### config.mk
export PLATFORM = sky130hd
export DESIGN_NAME = fetch_pc_gen_flat
export DESIGN_NICKNAME = d
export VERILOG_FILES = /design/src/rtl/fetch_pc_gen_if.sv /design/src/rtl/fetch_pc_gen.sv /design/src/flat_wrapper.sv
export SDC_FILE = /design/constraint.sdc
export NUM_CORES = 1
export LEC_CHECK = 0
export ABC_AREA = 1
export CAP_MARGIN = 20
export CORE_ASPECT_RATIO = 0.6
export CORE_MARGIN = 4
export CORE_UTILIZATION = 30
export DETAILED_ROUTE_END_ITERATION = 7
export PLACE_DENSITY_LB_ADDON = 0.3
export SYNTH_ARGS = -nofsm -noshare
export SYNTH_HDL_FRONTEND = slang
export SYNTH_SLANG_ARGS = --single-unit
### constraint.sdc
create_clock -name clock -period 5.4 [get_ports clock]
set_clock_uncertainty 0.15 [all_clocks]
set_input_delay 0.54 -clock clock [delete_from_list [all_inputs] [get_ports clock]]
set_output_delay 0.54 -clock clock [all_outputs]
set_load 0.005 [all_outputs]
### src/rtl/fetch_pc_gen_if.sv
// rtl/fetch_pc_gen_if.sv - predictor / retire / fetch-stage signal bundle for fetch_pc_gen
//
// Purpose: groups every non-clock signal of fetch_pc_gen so the producer side
// (predictor, retire redirect, fetch stage) and the PC generator share one bundle.
//
// Signals:
//   PC              fetch PC presented to the predictor
//   bp_next_PC      predictor next_PC for PC
//   bp_predictions  predictor per-way taken bits for PC
//   redirect_valid  retire redirect request
//   redirect_PC     redirect target (low two bits ignored)
//   deq_ready       fetch stage accepts the head bundle
//   out_valid       head bundle valid
//   out_PC          head bundle fetch PC
//   out_predictions head bundle per-way taken bits
//   out_next_PC     head bundle predicted successor
//   full            queue holds DEPTH bundles
//   count           queue occupancy
//
// Modports: slave = fetch_pc_gen, master = surrounding pipeline / bench.

interface fetch_pc_gen_if #(
  parameter int XLEN  = 32,
  parameter int WAYS  = 2,
  parameter int DEPTH = 4
);
  localparam int CW = $clog2(DEPTH) + 1;

  logic [XLEN-1:0] PC;
  logic [XLEN-1:0] bp_next_PC;
  logic [WAYS-1:0] bp_predictions;
  logic            redirect_valid;
  logic [XLEN-1:0] redirect_PC;
  logic            deq_ready;
  logic            out_valid;
  logic [XLEN-1:0] out_PC;
  logic [WAYS-1:0] out_predictions;
  logic [XLEN-1:0] out_next_PC;
  logic            full;
  logic [CW-1:0]   count;

  modport slave (
    input  bp_next_PC, bp_predictions, redirect_valid, redirect_PC, deq_ready,
    output PC, out_valid, out_PC, out_predictions, out_next_PC, full, count
  );

  modport master (
    output bp_next_PC, bp_predictions, redirect_valid, redirect_PC, deq_ready,
    input  PC, out_valid, out_PC, out_predictions, out_next_PC, full, count
  );
endinterface

### src/rtl/fetch_pc_gen.sv
// rtl/fetch_pc_gen.sv - fetch PC generator and fetch target queue
//
// Purpose: owns the fetch PC, presents it to the branch predictor every cycle,
// captures {PC, predictions, next_PC} into a DEPTH-entry FIFO of fetch bundles
// for the instruction-fetch stage, and flushes/restarts on a retire redirect.
//
// Ports:
//   clock           single clock, all state on posedge
//   reset           synchronous, active-high; overrides redirect and traffic
//   bus (slave)     fetch_pc_gen_if bundle (predictor, redirect, head outputs)
//   perf_redirects  (FETCH_PERF_EN only) cycles with redirect_valid, wraps at 2^32
//   perf_stalls     (FETCH_PERF_EN only) cycles with full && !redirect_valid
//
// Optional feature macro: FETCH_PERF_EN (performance counters).

module fetch_pc_gen #(
  parameter int                   XLEN     = 32,
  parameter int                   WAYS     = 2,
  parameter int                   DEPTH    = 4,
  parameter logic [XLEN-1:0]      RESET_PC = '0
) (
  input  logic                    clock,
  input  logic                    reset,
  fetch_pc_gen_if.slave           bus
`ifdef FETCH_PERF_EN
  ,
  output logic [31:0]             perf_redirects,
  output logic [31:0]             perf_stalls
`endif
);
  localparam int AW = $clog2(DEPTH);
  localparam int CW = AW + 1;

  // Architectural fetch PC and queue bookkeeping.
  logic [XLEN-1:0] r_pc;
  logic [AW-1:0]   r_head;
  logic [AW-1:0]   r_tail;
  logic [CW-1:0]   r_count;

  // Bundle storage, split per field.
  logic [XLEN-1:0] r_mem_pc   [DEPTH];
  logic [WAYS-1:0] r_mem_pred [DEPTH];
  logic [XLEN-1:0] r_mem_npc  [DEPTH];

  logic            w_full;
  logic            w_valid;
  logic            w_enq;
  logic            w_deq;
  logic [XLEN-1:0] w_redirect_pc;
  logic            w_unused_lsb;

  // Status is derived from the registered count only, so full/out_valid never
  // depend combinationally on this cycle's deq_ready or redirect_valid.
  assign w_full  = (r_count == CW'(DEPTH));
  assign w_valid = (r_count != '0);

  // A same-cycle dequeue does not free a slot for enqueue: full is judged on
  // the state at the start of the cycle.
  assign w_enq = !bus.redirect_valid && !w_full;
  assign w_deq = w_valid && bus.deq_ready && !bus.redirect_valid;

  // Fetch is word aligned; the target's low two bits are dropped.
  assign w_redirect_pc = {bus.redirect_PC[XLEN-1:2], 2'b00};
  assign w_unused_lsb  = ^bus.redirect_PC[1:0];

  always_ff @(posedge clock) begin
    if (reset) begin
      r_pc    <= RESET_PC;
      r_head  <= '0;
      r_tail  <= '0;
      r_count <= '0;
    end else if (bus.redirect_valid) begin
      r_pc    <= w_redirect_pc;
      r_head  <= '0;
      r_tail  <= '0;
      r_count <= '0;
    end else begin
      if (w_enq) begin
        r_tail <= r_tail + AW'(1);
        r_pc   <= bus.bp_next_PC;
      end
      if (w_deq) begin
        r_head <= r_head + AW'(1);
      end
      r_count <= r_count + CW'(w_enq) - CW'(w_deq);
    end
  end

  // Storage carries no reset; entries are only observed while out_valid is set.
  always_ff @(posedge clock) begin
    if (!reset && w_enq) begin
      r_mem_pc[r_tail]   <= r_pc;
      r_mem_pred[r_tail] <= bus.bp_predictions;
      r_mem_npc[r_tail]  <= bus.bp_next_PC;
    end
  end

`ifdef FETCH_PERF_EN
  logic [31:0] r_perf_redirects;
  logic [31:0] r_perf_stalls;

  always_ff @(posedge clock) begin
    if (reset) begin
      r_perf_redirects <= '0;
      r_perf_stalls    <= '0;
    end else begin
      if (bus.redirect_valid) begin
        r_perf_redirects <= r_perf_redirects + 32'd1;
      end
      if (w_full && !bus.redirect_valid) begin
        r_perf_stalls <= r_perf_stalls + 32'd1;
      end
    end
  end

  assign perf_redirects = r_perf_redirects;
  assign perf_stalls    = r_perf_stalls;
`endif

  assign bus.PC              = r_pc;
  assign bus.out_valid       = w_valid;
  assign bus.full            = w_full;
  assign bus.count           = r_count;
  assign bus.out_PC          = r_mem_pc[r_head];
  assign bus.out_predictions = r_mem_pred[r_head];
  assign bus.out_next_PC     = r_mem_npc[r_head];
endmodule

### src/flat_wrapper.sv
// flat-port wrapper written by rule: the top's interface ports become plain ports
module fetch_pc_gen_flat 
#(
  parameter int                   XLEN     = 32,
  parameter int                   WAYS     = 2,
  parameter int                   DEPTH    = 4,
  parameter logic [XLEN-1:0]      RESET_PC = '0
)
  (clock, reset, bus_bp_next_PC, bus_bp_predictions, bus_redirect_valid, bus_redirect_PC, bus_deq_ready, bus_PC, bus_out_valid, bus_out_PC, bus_out_predictions, bus_out_next_PC, bus_full, bus_count);
  fetch_pc_gen_if #(.XLEN(XLEN), .WAYS(WAYS), .DEPTH(DEPTH)) bus_i ();
  input  logic clock;
  input  logic reset;
  input wire logic [$bits(bus_i.bp_next_PC)-1:0] bus_bp_next_PC;
  input wire logic [$bits(bus_i.bp_predictions)-1:0] bus_bp_predictions;
  input wire logic [$bits(bus_i.redirect_valid)-1:0] bus_redirect_valid;
  input wire logic [$bits(bus_i.redirect_PC)-1:0] bus_redirect_PC;
  input wire logic [$bits(bus_i.deq_ready)-1:0] bus_deq_ready;
  output wire logic [$bits(bus_i.PC)-1:0] bus_PC;
  output wire logic [$bits(bus_i.out_valid)-1:0] bus_out_valid;
  output wire logic [$bits(bus_i.out_PC)-1:0] bus_out_PC;
  output wire logic [$bits(bus_i.out_predictions)-1:0] bus_out_predictions;
  output wire logic [$bits(bus_i.out_next_PC)-1:0] bus_out_next_PC;
  output wire logic [$bits(bus_i.full)-1:0] bus_full;
  output wire logic [$bits(bus_i.count)-1:0] bus_count;
  assign bus_i.bp_next_PC = bus_bp_next_PC;
  assign bus_i.bp_predictions = bus_bp_predictions;
  assign bus_i.redirect_valid = bus_redirect_valid;
  assign bus_i.redirect_PC = bus_redirect_PC;
  assign bus_i.deq_ready = bus_deq_ready;
  assign bus_PC = bus_i.PC;
  assign bus_out_valid = bus_i.out_valid;
  assign bus_out_PC = bus_i.out_PC;
  assign bus_out_predictions = bus_i.out_predictions;
  assign bus_out_next_PC = bus_i.out_next_PC;
  assign bus_full = bus_i.full;
  assign bus_count = bus_i.count;
  fetch_pc_gen #(.XLEN(XLEN), .WAYS(WAYS), .DEPTH(DEPTH), .RESET_PC(RESET_PC)) u_core (.clock(clock), .reset(reset), .bus(bus_i));
endmodule
==> summary.txt <==
syn nets -> 1026
Slew headroom -> 29.33%
Worst-Margin Slew -> 1.060 ns
Post-Route WL -> 34590 um
layout cells sized above 1 -> 15.56%
Tcrit/Tclk final -> 75.00%
initial antenna violation count -> 0
Mapped Area -> 12540 sq um
Worst EP arrival -> 3.36 ns
reg2reg setup slack -> 2.68 ns
Sw Ratio -> 22.25%
CTS tree -> done
synthesized flop and latch total -> 305
Reg power frac -> 52.1%
Die Span X -> 271.9 um
CTS Buffer Depth -> 3
Area growth syn-to-layout -> 25.28%
cts repair resizes -> 0
Vias -> 7975
die height -> 166.4 um
max cap viols -> 0
clock root cell -> clkbuf_16
Reg2Reg Depth -> 12
die area -> 45230 sq um
TritonCTS buffer count -> 29
crit path max fanout -> 92
# DRC -> 0
FP Rows -> 57
crit end category -> primary output
Post-Layout Cell Count -> 1686
Via density -> 4.730
Critical Path, Cell by Cell -> buf_4 > o21ai_0 > o22ai_1 > clkdlybuf4s50_1
Hold Buf Count CTS -> 0
grt total ovfl -> 0
Worst R2R Start -> u_core.bus.count[1]
WP data required -> 4.71 ns
I/O Buffers -> 170
vias in the first global route -> 7911
final hold violation count -> 0
FF/Latch Area -> 8753 sq um
Hold Path Class -> input port to flop
CP Buf/Inv Count -> 2
Setup Buffers After CTS -> 0
placed cells -> 1631
H-tree Lvls -> 1
global-route wire length before repair -> 51600 um
HP Start -> bus_redirect_valid
Final TNS setup -> 0 ns
Initial Util -> 30.68%
Avg Cell Area, Syn -> 13.21 sq um
CP max stage cell -> buf_4
GR Util All Layers -> 14.92%
placer's final routability congestion estimate -> 0.7202
fin nets -> 1179
Worst Hold End -> u_core.bus.PC[1]
cell area power density -> 327.9 nW/um^2
Slew Viols, Final -> 0
Critical Path Max Stage Delay -> 0.78 ns
highest ir drop seen on vdd -> 206.8 uV
status -> finished clean
Netlist cell types -> 27
wire per inst -> 20.52 um
Clk pwr share -> 40.5%
sequential area share after synthesis -> 69.78%
Psw -> 1.146 mW
Pwr Total -> 5.150 mW
final setup fails -> 0
Worst R2R End -> u_core.bus.count[2]
delay-heaviest family, CP -> buffers and inverters
ANT nets after route -> 0
WHS -> 0.3125 ns
pin count of the biggest net entering global routing -> 93
Worst-Skew Late Latency -> 0.55 ns
Final min period -> 4.050 ns
Int Pwr -> 4.004 mW
fmax -> 246.9 MHz
Logic pwr share -> 7.5%
number of top-level pins -> 173
DPL Wire Length -> 20790 um
fill count -> 3919
Syn Inst Count -> 949
Leakage -> 5.343 nW
Synthesis Warnings -> 0
first drt pass iteration count -> 4
Worst-path clk slew -> 0.07 ns
WHS Path Cells -> 4
first-iteration detailed-routing DRC count -> 658
CORE AREA -> 40870 sq um
Crit Path Class -> flop to primary output
commonest cells after routing, fill and taps aside -> 264 x edfxtp_1, 169 x clkdlybuf4s50_1, 118 x o21ai_0
RSZ-0062 raised after global routing -> no
Multi-input gate area -> 3221 sq um
# clock sinks -> 305
most common cell after layout, fill and taps aside -> edfxtp_1
startpoint types -> flop
-- stage by stage --
stage | setup slack, ns | util, % | cell area (sq um)
floorplan | 0.8509 | - | 12540
CTS | 1.333 | 38.43 | 15700
global route | 1.166 | 38.43 | 15700
detailed placement | 1.830 | 36.06 | 14740
finish | 1.350 | 38.43 | 15710
global placement | 1.799 | 36.06 | 14740
-- per-layer routing --
layer  vias to the layer above  track usage, %  share of wire [%]
met1                      3989           21.09                 46
li1                       3756               -                  -
met2                       198           24.55                 48
met5                         -               0                  0
met4                         0           2.010                1.3
met3                        32           2.917                5.0
-- tightest hold or removal path, delay by kind of cell --
family,cells,cell delay (ns)
and+or+nand+nor,2,0.19
buffers and inverters,1,0.14
AOI/OAI and AO/OA,1,0.11
-- flip-flops by register name (all words and copies together) (netlist names), named ones only --
name and cells:
u_core.r_head 2, u_core.r_tail 2, u_core.r_mem_pc 128, u_core.bus.PC 32
u_core.r_mem_pred 8, u_core.bus.count 3, u_core.r_mem_npc 128
-- power by group through the flow --
stage	registers (mW)	logic, mW	clock network [mW]
after detailed placement	2.73	0.394	0
after global routing	2.69	0.421	2.25
after CTS	2.68	0.396	2.13
final	2.68	0.385	2.08
after global placement	2.73	0.391	0
after floorplan	2.72	0.157	0
-- synthesized netlist by cell type, drive strengths merged --
cell type	instances	area [sq um]
buf	39	305.3
inv	52	200.2
nand4	30	187.7
a21oi	3	15.01
fa	1	20.02
o21ai	137	700.7
ha	6	75.07
nand3	62	310.3
nor2	148	888.3
nor3	3	15.01
nand2	70	265.3
edfxtp	264	7928
o22ai	66	700.7
clkbuf	26	97.59
dfxtp	41	820.8
a21o	1	7.510
-- kinds of logic (layout without fill, tap and decap cells) --
logic type | Yosys count | after routing | share of synthesized area (%)
AO/OA/AOI/OAI | 207 | 207 | 11.36
flip-flops | 305 | 305 | 69.78
AND/OR/NAND/NOR | 313 | 313 | 13.29
other | 0 | 1 | 0
adder cells (fa/ha/maj) | 7 | 7 | 0.7585
buffers and inverters | 117 | 293 | 4.810
-- final cells by class --
cell class,count,area share [%]
flip-flops and latches,305,55.73
multi-input cells,527,20.51
repair buffers,187,11.85
clock buffers,42,5.385
well taps,560,4.461
inverters,52,1.275
clock inverters,12,0.7727
diodes,1,0.01593
-- how the worst max path moves through the flow --
stage / slack, ns / depth (start not counted) / to
finish: 1.35 / 4 / bus_out_PC[30]
detailed placement: 1.83 / 5 / u_core.r_mem_pc[2][31]
CTS: 1.33 / 4 / bus_out_PC[30]
floorplan: 0.85 / 4 / u_core.r_mem_npc[0][0]
global placement: 1.80 / 5 / u_core.r_mem_pc[2][23]
global route: 1.17 / 4 / bus_out_PC[30]
Power figures use the tool's default switching activity.
